===== src/rtl/eth_pkg.sv =====
// Shared MDIO definitions: opcodes, preamble length, responder FSM states.
package eth_pkg;

  typedef enum logic [1:0] {
    OP_WRITE = 2'b01,
    OP_READ  = 2'b10
  } mdio_op_t;

  localparam int MDIO_PREAMBLE_LEN = 32;

  typedef enum logic [2:0] {
    S_IDLE,
    S_ST,
    S_OP,
    S_PHYAD,
    S_REGAD,
    S_TA,
    S_WDATA,
    S_RDATA
  } mdio_state_t;

  // Registers 2 and 3 hold the PHY identifier and ignore writes.
  function automatic logic is_id_reg(input logic [4:0] addr);
    return (addr == 5'd2) || (addr == 5'd3);
  endfunction

endpackage


===== src/rtl/mdio_sync.sv =====
// Brings MDC and MDIO into the clk domain and flags MDC edges.
// mdio_bit has the same two-flop latency as the MDC edge flags, so a bit
// sampled on mdc_rise is the pad value at the MDC rising edge.
module mdio_sync (
  input  logic clk,
  input  logic rstn,
  input  logic mdc,
  input  logic mdio_pad,
  output logic mdc_rise,
  output logic mdc_fall,
  output logic mdio_bit
);

  logic [2:0] mdc_q;
  logic [1:0] mdio_q;

  // Two synchroniser stages plus one history stage for MDC edge detection.
  always_ff @(posedge clk or negedge rstn) begin
    if (!rstn) begin
      mdc_q  <= 3'b000;
      mdio_q <= 2'b11;
    end else begin
      mdc_q  <= {mdc_q[1:0], mdc};
      mdio_q <= {mdio_q[0], mdio_pad};
    end
  end

  assign mdc_rise = mdc_q[1] & ~mdc_q[2];
  assign mdc_fall = ~mdc_q[1] & mdc_q[2];
  assign mdio_bit = mdio_q[1];

endmodule


===== src/rtl/eth_mdio_responder.sv =====
// MDIO (clause 22) responder with a 32x16 register file.
// Build option MDIO_PREAMBLE_SUPPRESS_EN: once an addressed frame has
// completed, a single preamble 1 is enough to start the next frame.
//
// state   | meaning
// --------+-----------------------------------------------------------
// S_IDLE  | counting preamble ones, waiting for the first start bit
// S_ST    | expecting the second start bit (1)
// S_OP    | collecting the 2-bit opcode
// S_PHYAD | collecting PHY address, abort if not ours
// S_REGAD | collecting register address, read word latched at the end
// S_TA    | turnaround; for reads the pad is taken before the 2nd bit
// S_WDATA | collecting 16 write bits, commit after the last one
// S_RDATA | shifting out 16 read bits, pad released on the next fall
module eth_mdio_responder
  import eth_pkg::*;
#(
  parameter logic [4:0]  PHY_ADDR = 5'd1,
  parameter logic [15:0] PHY_ID1  = 16'h0007,
  parameter logic [15:0] PHY_ID2  = 16'hC0F1
) (
  input  logic        clk,
  input  logic        rstn,
  input  logic        mdc,
  input  logic        i_mdio,
  output logic        o_mdio,
  output logic        t_mdio,
  input  logic        lw_en,
  input  logic [4:0]  lw_addr,
  input  logic [15:0] lw_data,
  input  logic [4:0]  lr_addr,
  output logic [15:0] lr_data,
  output logic        wr_valid,
  output logic [4:0]  wr_addr,
  output logic [15:0] wr_data
);

  localparam logic [5:0] PRE_LEN = 6'(MDIO_PREAMBLE_LEN);

  logic        mdc_rise, mdc_fall, mdio_bit;
  mdio_state_t state, state_nx;
  logic [5:0]  pre_cnt, pre_cnt_nx;
  logic [4:0]  bit_cnt, bit_cnt_nx;
  logic        is_read, is_read_nx;
  logic [4:0]  phyad, phyad_nx;
  logic [4:0]  regad, regad_nx;
  logic [15:0] sh, sh_nx;
  logic        t_nx, o_nx;
  logic        commit, frame_done, frame_abort, short_pre;
  logic [15:0] wbits, rd_word, lr_word;
  logic [4:0]  reg_sel;
  logic [15:0] regs [32];

  mdio_sync u_sync (
    .clk      (clk),
    .rstn     (rstn),
    .mdc      (mdc),
    .mdio_pad (i_mdio),
    .mdc_rise (mdc_rise),
    .mdc_fall (mdc_fall),
    .mdio_bit (mdio_bit)
  );

`ifdef MDIO_PREAMBLE_SUPPRESS_EN
  logic pre_ok;

  // Remember that the initiator has completed a frame with us; any abort
  // drops back to requiring a full preamble.
  always_ff @(posedge clk or negedge rstn) begin
    if (!rstn)            pre_ok <= 1'b0;
    else if (frame_done)  pre_ok <= 1'b1;
    else if (frame_abort) pre_ok <= 1'b0;
  end

  assign short_pre = pre_ok && (pre_cnt != 6'd0);
`else
  logic unused_frame_flags;
  assign unused_frame_flags = frame_done ^ frame_abort;
  assign short_pre = 1'b0;
`endif

  assign wbits   = {sh[14:0], mdio_bit};
  assign reg_sel = {regad[3:0], mdio_bit};

  // Register file read ports: the ID registers are constants.
  always_comb begin
    rd_word = regs[reg_sel];
    if (reg_sel == 5'd2)      rd_word = PHY_ID1;
    else if (reg_sel == 5'd3) rd_word = PHY_ID2;
    lr_word = regs[lr_addr];
    if (lr_addr == 5'd2)      lr_word = PHY_ID1;
    else if (lr_addr == 5'd3) lr_word = PHY_ID2;
  end

  // Frame FSM state and datapath registers.
  always_ff @(posedge clk or negedge rstn) begin
    if (!rstn) begin
      state   <= S_IDLE;
      pre_cnt <= '0;
      bit_cnt <= '0;
      is_read <= 1'b0;
      phyad   <= '0;
      regad   <= '0;
      sh      <= '0;
      t_mdio  <= 1'b1;
      o_mdio  <= 1'b1;
    end else begin
      state   <= state_nx;
      pre_cnt <= pre_cnt_nx;
      bit_cnt <= bit_cnt_nx;
      is_read <= is_read_nx;
      phyad   <= phyad_nx;
      regad   <= regad_nx;
      sh      <= sh_nx;
      t_mdio  <= t_nx;
      o_mdio  <= o_nx;
    end
  end

  // Next-state logic: bits are taken on MDC rise, the pad moves on MDC fall.
  always_comb begin
    state_nx    = state;
    pre_cnt_nx  = pre_cnt;
    bit_cnt_nx  = bit_cnt;
    is_read_nx  = is_read;
    phyad_nx    = phyad;
    regad_nx    = regad;
    sh_nx       = sh;
    t_nx        = t_mdio;
    o_nx        = o_mdio;
    commit      = 1'b0;
    frame_done  = 1'b0;
    frame_abort = 1'b0;
    if (mdc_rise) begin
      case (state)
        S_IDLE: begin
          if (mdio_bit) begin
            if (pre_cnt < PRE_LEN) pre_cnt_nx = pre_cnt + 6'd1;
          end else begin
            pre_cnt_nx = '0;
            if (pre_cnt >= PRE_LEN || short_pre) state_nx = S_ST;
          end
        end
        S_ST: begin
          bit_cnt_nx = '0;
          if (mdio_bit) begin
            state_nx = S_OP;
          end else begin
            state_nx    = S_IDLE;
            frame_abort = 1'b1;
          end
        end
        S_OP: begin
          sh_nx = wbits;
          if (bit_cnt == 5'd0) begin
            bit_cnt_nx = 5'd1;
          end else begin
            bit_cnt_nx = '0;
            if (wbits[1:0] == OP_WRITE) begin
              is_read_nx = 1'b0;
              state_nx   = S_PHYAD;
            end else if (wbits[1:0] == OP_READ) begin
              is_read_nx = 1'b1;
              state_nx   = S_PHYAD;
            end else begin
              state_nx    = S_IDLE;
              frame_abort = 1'b1;
            end
          end
        end
        S_PHYAD: begin
          phyad_nx = {phyad[3:0], mdio_bit};
          if (bit_cnt == 5'd4) begin
            bit_cnt_nx = '0;
            if (phyad_nx == PHY_ADDR) begin
              state_nx = S_REGAD;
            end else begin
              state_nx    = S_IDLE;
              frame_abort = 1'b1;
            end
          end else begin
            bit_cnt_nx = bit_cnt + 5'd1;
          end
        end
        S_REGAD: begin
          regad_nx = reg_sel;
          if (bit_cnt == 5'd4) begin
            bit_cnt_nx = '0;
            state_nx   = S_TA;
            sh_nx      = rd_word;
          end else begin
            bit_cnt_nx = bit_cnt + 5'd1;
          end
        end
        S_TA: begin
          if (bit_cnt == 5'd1) begin
            bit_cnt_nx = '0;
            state_nx   = is_read ? S_RDATA : S_WDATA;
          end else begin
            bit_cnt_nx = 5'd1;
          end
        end
        S_WDATA: begin
          sh_nx = wbits;
          if (bit_cnt == 5'd15) begin
            bit_cnt_nx = '0;
            commit     = 1'b1;
            frame_done = 1'b1;
            state_nx   = S_IDLE;
            pre_cnt_nx = '0;
          end else begin
            bit_cnt_nx = bit_cnt + 5'd1;
          end
        end
        S_RDATA: begin
          if (bit_cnt < 5'd16) bit_cnt_nx = bit_cnt + 5'd1;
        end
        default: state_nx = S_IDLE;
      endcase
    end else if (mdc_fall) begin
      if (state == S_TA && is_read && bit_cnt == 5'd1) begin
        t_nx = 1'b0;
        o_nx = 1'b0;
      end else if (state == S_RDATA) begin
        if (bit_cnt < 5'd16) begin
          t_nx  = 1'b0;
          o_nx  = sh[15];
          sh_nx = {sh[14:0], 1'b0};
        end else begin
          t_nx       = 1'b1;
          o_nx       = 1'b1;
          bit_cnt_nx = '0;
          pre_cnt_nx = '0;
          frame_done = 1'b1;
          state_nx   = S_IDLE;
        end
      end
    end
  end

  // Register file; an MDIO commit overrides a local write to the same address.
  always_ff @(posedge clk or negedge rstn) begin
    if (!rstn) begin
      for (int i = 0; i < 32; i++) regs[i] <= '0;
    end else begin
      if (lw_en && !is_id_reg(lw_addr)) regs[lw_addr] <= lw_data;
      if (commit && !is_id_reg(regad))  regs[regad]   <= wbits;
    end
  end

  // Commit notification and registered local read port.
  always_ff @(posedge clk or negedge rstn) begin
    if (!rstn) begin
      wr_valid <= 1'b0;
      wr_addr  <= '0;
      wr_data  <= '0;
      lr_data  <= '0;
    end else begin
      wr_valid <= commit;
      if (commit) begin
        wr_addr <= regad;
        wr_data <= wbits;
      end
      lr_data <= lr_word;
    end
  end

endmodule


===== config.mk =====
export PLATFORM = sky130hd
export DESIGN_NAME = eth_mdio_responder
export DESIGN_NICKNAME = d
export VERILOG_FILES = /design/src/rtl/eth_pkg.sv /design/src/rtl/mdio_sync.sv /design/src/rtl/eth_mdio_responder.sv
export SDC_FILE = /design/constraint.sdc
export NUM_CORES = 2
export LEC_CHECK = 0
export ABC_AREA = 1
export BUFFER_PORTS_ARGS = -buffer_cell sky130_fd_sc_hd__buf_4
export CAP_MARGIN = 20
export CELL_PAD_IN_SITES_DETAIL_PLACEMENT = 2
export CELL_PAD_IN_SITES_GLOBAL_PLACEMENT = 2
export CORE_AREA = 8 8 311 344
export DETAILED_ROUTE_END_ITERATION = 7
export DIE_AREA = 0 0 319 352
export HOLD_SLACK_MARGIN = 0.15
export PLACE_DENSITY_LB_ADDON = 0.1
export SYNTH_ARGS = -nofsm -noshare
export SYNTH_HDL_FRONTEND = slang
export SYNTH_SLANG_ARGS = --single-unit

===== constraint.sdc =====
create_clock -name clk -period 2.5 [get_ports clk]
set_input_delay 0.5 -clock clk [delete_from_list [all_inputs] [get_ports clk]]
set_output_delay 0.5 -clock clk [all_outputs]
set_load 0.05 [all_outputs]

==> impl_metrics.tcl <==
set metrics [dict create \
    drive_gt1_frac 0.114 \
    leakage_nw 22.0 \
    stdcell_area_um2 44300 \
    grt_use_total 0.373 \
    drt_iter0_drc 4208 \
    n_fill_cell 11800 \
    path_buf_inv 5 \
    io_pins 71 \
    fin_hold_ws_ns 0.260 \
    synth_seq_cells 597 \
    p_sw_mw 17.3 \
    cp-start-kind "flop" \
    antenna_left 0 \
    worst_ep_arrival_time_ns 3.04 \
    report.final.slew_viol_count 0 \
    r2r_slack_ns 0.02 \
    syn_inst 5422 \
    avgRoutedWirePerCell_um 32.3 \
    worstMarginPinSlew_ns 0.870 \
    synth-warning-count 0 \
    die_h_um 352 \
    pwr-share-seq 0.325 \
    sw_frac_of_total 0.433 \
    crit_start "bit_cnt[0]$_DFFE_PN0P_" \
    max_stage_delay_ns 0.39 \
    cp-endpoint "regs[307]$_DFF_PN0_" \
    gp_congestion 0.929 \
    slew_headroom 0.419 \
    antenna_found_initial 6 \
    cp_top_family "buffers and inverters" \
    synthArstFlopShare 1.00 \
    peakVddDrop_mv 0.650 \
    cts_buffers 77 \
    dr.pass1.iters 5 \
    grt_pass1_wl_um 315000 \
    post-synth-top-area-cell "dfrtp_1" \
    r2r-start "bit_cnt[0]$_DFFE_PN0P_" \
    worstRegToRegCells 14 \
    run_status "finished, final reports clean" \
    grt_max_degree 86 \
    timing.final.hold_violations 0 \
    avgSynthCellArea_um2 6.84 \
    wl_um 220000 \
    p_clk_frac 0.301 \
    synth-edff-count 0 \
    p_total_mw 40.0 \
    place_area_um2 41200 \
    die_area_um2 112000 \
    synth_top_area_share 0.400 \
    internal_power_mw 22.7 \
    syn_to_final_growth_pct 19.5 \
    synth_nets 5463 \
    clk_latency_ns 0.68 \
    ys_seq_area_frac 0.403 \
    die_x_um 319 \
    clkSlewWorstSetupHoldPaths_ns 0.06 \
    cts_sinks 597 \
    cts_root_buf "clkbuf_16" \
    pwr-share-comb 0.375 \
    first_global_vias 45900 \
    rows 123 \
    initial_core_util 0.366 \
    io_buffers 70 \
    synthDistinctLibCells 39 \
    h-tree-depth 3 \
    finClkSkew_ns 0.0236 \
    min_period_ns 2.48 \
    max_freq_mhz 403 \
    syn_area_um2 37100 \
    avgViaCountPerCell 6.40 \
    final_nets 5477 \
    path_max_fanout 8 \
    cp.required_ns 3.06 \
    powerDensity_nw_per_um2 902 \
    tns_ns 0 \
    finalSetupViolCount 0 \
    dp_hpwl_um 144000 \
    period_share 0.993 \
    hp-class "in2reg" \
    worst_setup_path_end_kind "flop" \
    cap_violations 0 \
    timing.rr.end "regs[307]$_DFF_PN0_" \
    clk_path_buf_depth 3 \
    num_vias 43600 \
    synth_ff_type "dfrtp_1" \
    critical_path_class "reg2reg" \
    yosys-top-cells-area "dfrtp_1 40%, nand2_1 15%, o21ai_0 7.3%" \
    drc 0 \
    grt_overflow 0 \
    cts_tree "built" \
    yosysMostFrequentCell "nand2_1" \
    core_area_um2 101000 \
    synthTopCellsByCount "1511 x nand2_1, 593 x dfrtp_1, 590 x inv_1" \
    cp.depth 14 \
    crit_chain "ha_2 > nand2_2 > nor2_4 > ha_4 > nand3_4 > inv_8 > nand2_4 > nor2_4 > buf_6 > nand2_4 > clkbuf_16 > buf_16 > o21ai_1 > inv_1" \
    cpMaxStageDelayCell "dfrtp_1" \
]
sequential cells by signal (all words and copies together) (netlist names):
name           flops
u_sync.mdc_q       3
wr_valid           1
state              3
regad              5
o_mdio             1
phyad              4
sh                16
lr_data           16
wr_data           16
regs             512
pre_cnt            6
u_sync.mdio_q      2
t_mdio             1
bit_cnt            5
wr_addr            5
is_read            1
per-layer routing:
layer,vias up,GRT usage,wire length [um]
met1,22600,0.472,87100
li1,18000,-,-
met5,-,0,29
met4,4,0.204,12800
met3,732,0.0674,19000
met2,2363,0.602,101000
cells in the final DEF (no fill, tap or decap), types with 4 or more instances in the layout:
| cell type | n |
|---|---|
| clkbuf_1 | 11 |
| ha_1 | 8 |
| a21oi_1 | 210 |
| bufinv_16 | 7 |
| clkbuf_8 | 19 |
| a31oi_1 | 58 |
| buf_12 | 103 |
| dfrtp_1 | 590 |
| o221ai_1 | 14 |
| nor2_1 | 293 |
| nor3_1 | 17 |
| nor2_4 | 12 |
| o211ai_1 | 328 |
| inv_2 | 12 |
| inv_1 | 585 |
| clkbuf_16 | 83 |
| nand3_1 | 345 |
| nand4_1 | 23 |
| nand2_1 | 1499 |
| inv_6 | 6 |
| o2111ai_1 | 9 |
| o21ai_1 | 136 |
| or2_2 | 4 |
| o22ai_1 | 99 |
| buf_6 | 5 |
| clkinv_1 | 6 |
| nand2_2 | 10 |
| diode_2 | 5 |
| dlygate4sd3_1 | 4 |
| nor2_2 | 5 |
| nand3_2 | 5 |
| clkinv_2 | 15 |
| a22oi_1 | 87 |
| buf_4 | 309 |
| o21ai_0 | 532 |
power by group through the flow:
| stage | Clock, mW | Combinational, mW | Sequential (mW) |
|---|---|---|---|
| global placement | 0 | 13.7 | 12.9 |
| detailed placement | 0 | 14.2 | 13.0 |
| floorplan | 0 | 7.52 | 12.5 |
| CTS | 12.1 | 14.4 | 12.9 |
| global route | 12.4 | 15.7 | 13.1 |
| finish | 12.0 | 15.0 | 13.0 |
worst register-to-register path: cells and delay by family (launching register included):
kind            cells  cell delay (ns)
buf+inv             5             0.75
compound gates      1             0.16
simple gates        6             0.69
flops               1             0.39
fa+ha+maj           2             0.40
timing repair:
item | CTS | global route
gates resized for setup | 7 | 36
endpoints found under the hold margin | 27 | 0
buffers inserted | 2 | 14
hold buffers | 4 | 0
pin swaps | 2 | 5
endpoints found under the setup margin | 179 | 325
cloned | 1 | 4
stage by stage:
step            util  setup slack, ns  instances
2_1_floorplan      -            0.491       5422
3_3_place_gp   0.407           -0.103       6644
3_5_place_dp   0.407           -0.133       6644
4_1_cts        0.434          0.00149       6789
5_1_grt        0.438          -0.0502       6808
6_report       0.438           0.0186       6812
final cells by class:
class,instances,area (um^2),share of cell area
multi-input cells,3721,18100,0.408
well taps,1312,1640,0.0370
repair buffers,429,4680,0.106
diodes,5,12.5,0.000282
clock buffers,109,2280,0.0514
inverters,610,2320,0.0523
clock inverters,29,347,0.00782
flip-flops and latches,597,15000,0.338
how the worst min path moves through the flow:
| stage | from | cells past startpoint | endpoint | slack [ns] |
|---|---|---|---|---|
| final | lw_data[7] | 3 | regs[23]$_DFF_PN0_ | 0.26 |
| after CTS | lw_data[7] | 3 | regs[23]$_DFF_PN0_ | 0.24 |
| after detailed placement | u_sync.mdc_q[0]$_DFF_PN0_ | 0 | u_sync.mdc_q[1]$_DFF_PN0_ | 0.34 |
| after floorplan | rstn | 0 | bit_cnt[0]$_DFFE_PN0P_ | 0.20 |
| after global placement | u_sync.mdc_q[0]$_DFF_PN0_ | 0 | u_sync.mdc_q[1]$_DFF_PN0_ | 0.34 |
| after global routing | lw_data[11] | 3 | regs[411]$_DFF_PN0_ | 0.29 |
logic make-up (layout without fill, tap and decap cells):
logic type	after synthesis	in the layout	share of synthesized area
AOI/OAI and AO/OA	1484	1484	0.237
xor gates and xnor gates	2	2	0.000472
adders and majority gates	10	10	0.00337
buffers and inverters	1104	1177	0.114
DFF	597	597	0.403
other	0	5	0
and+or+nand+nor	2225	2225	0.242
No activity file was read; power rests on OpenSTA's default activity.
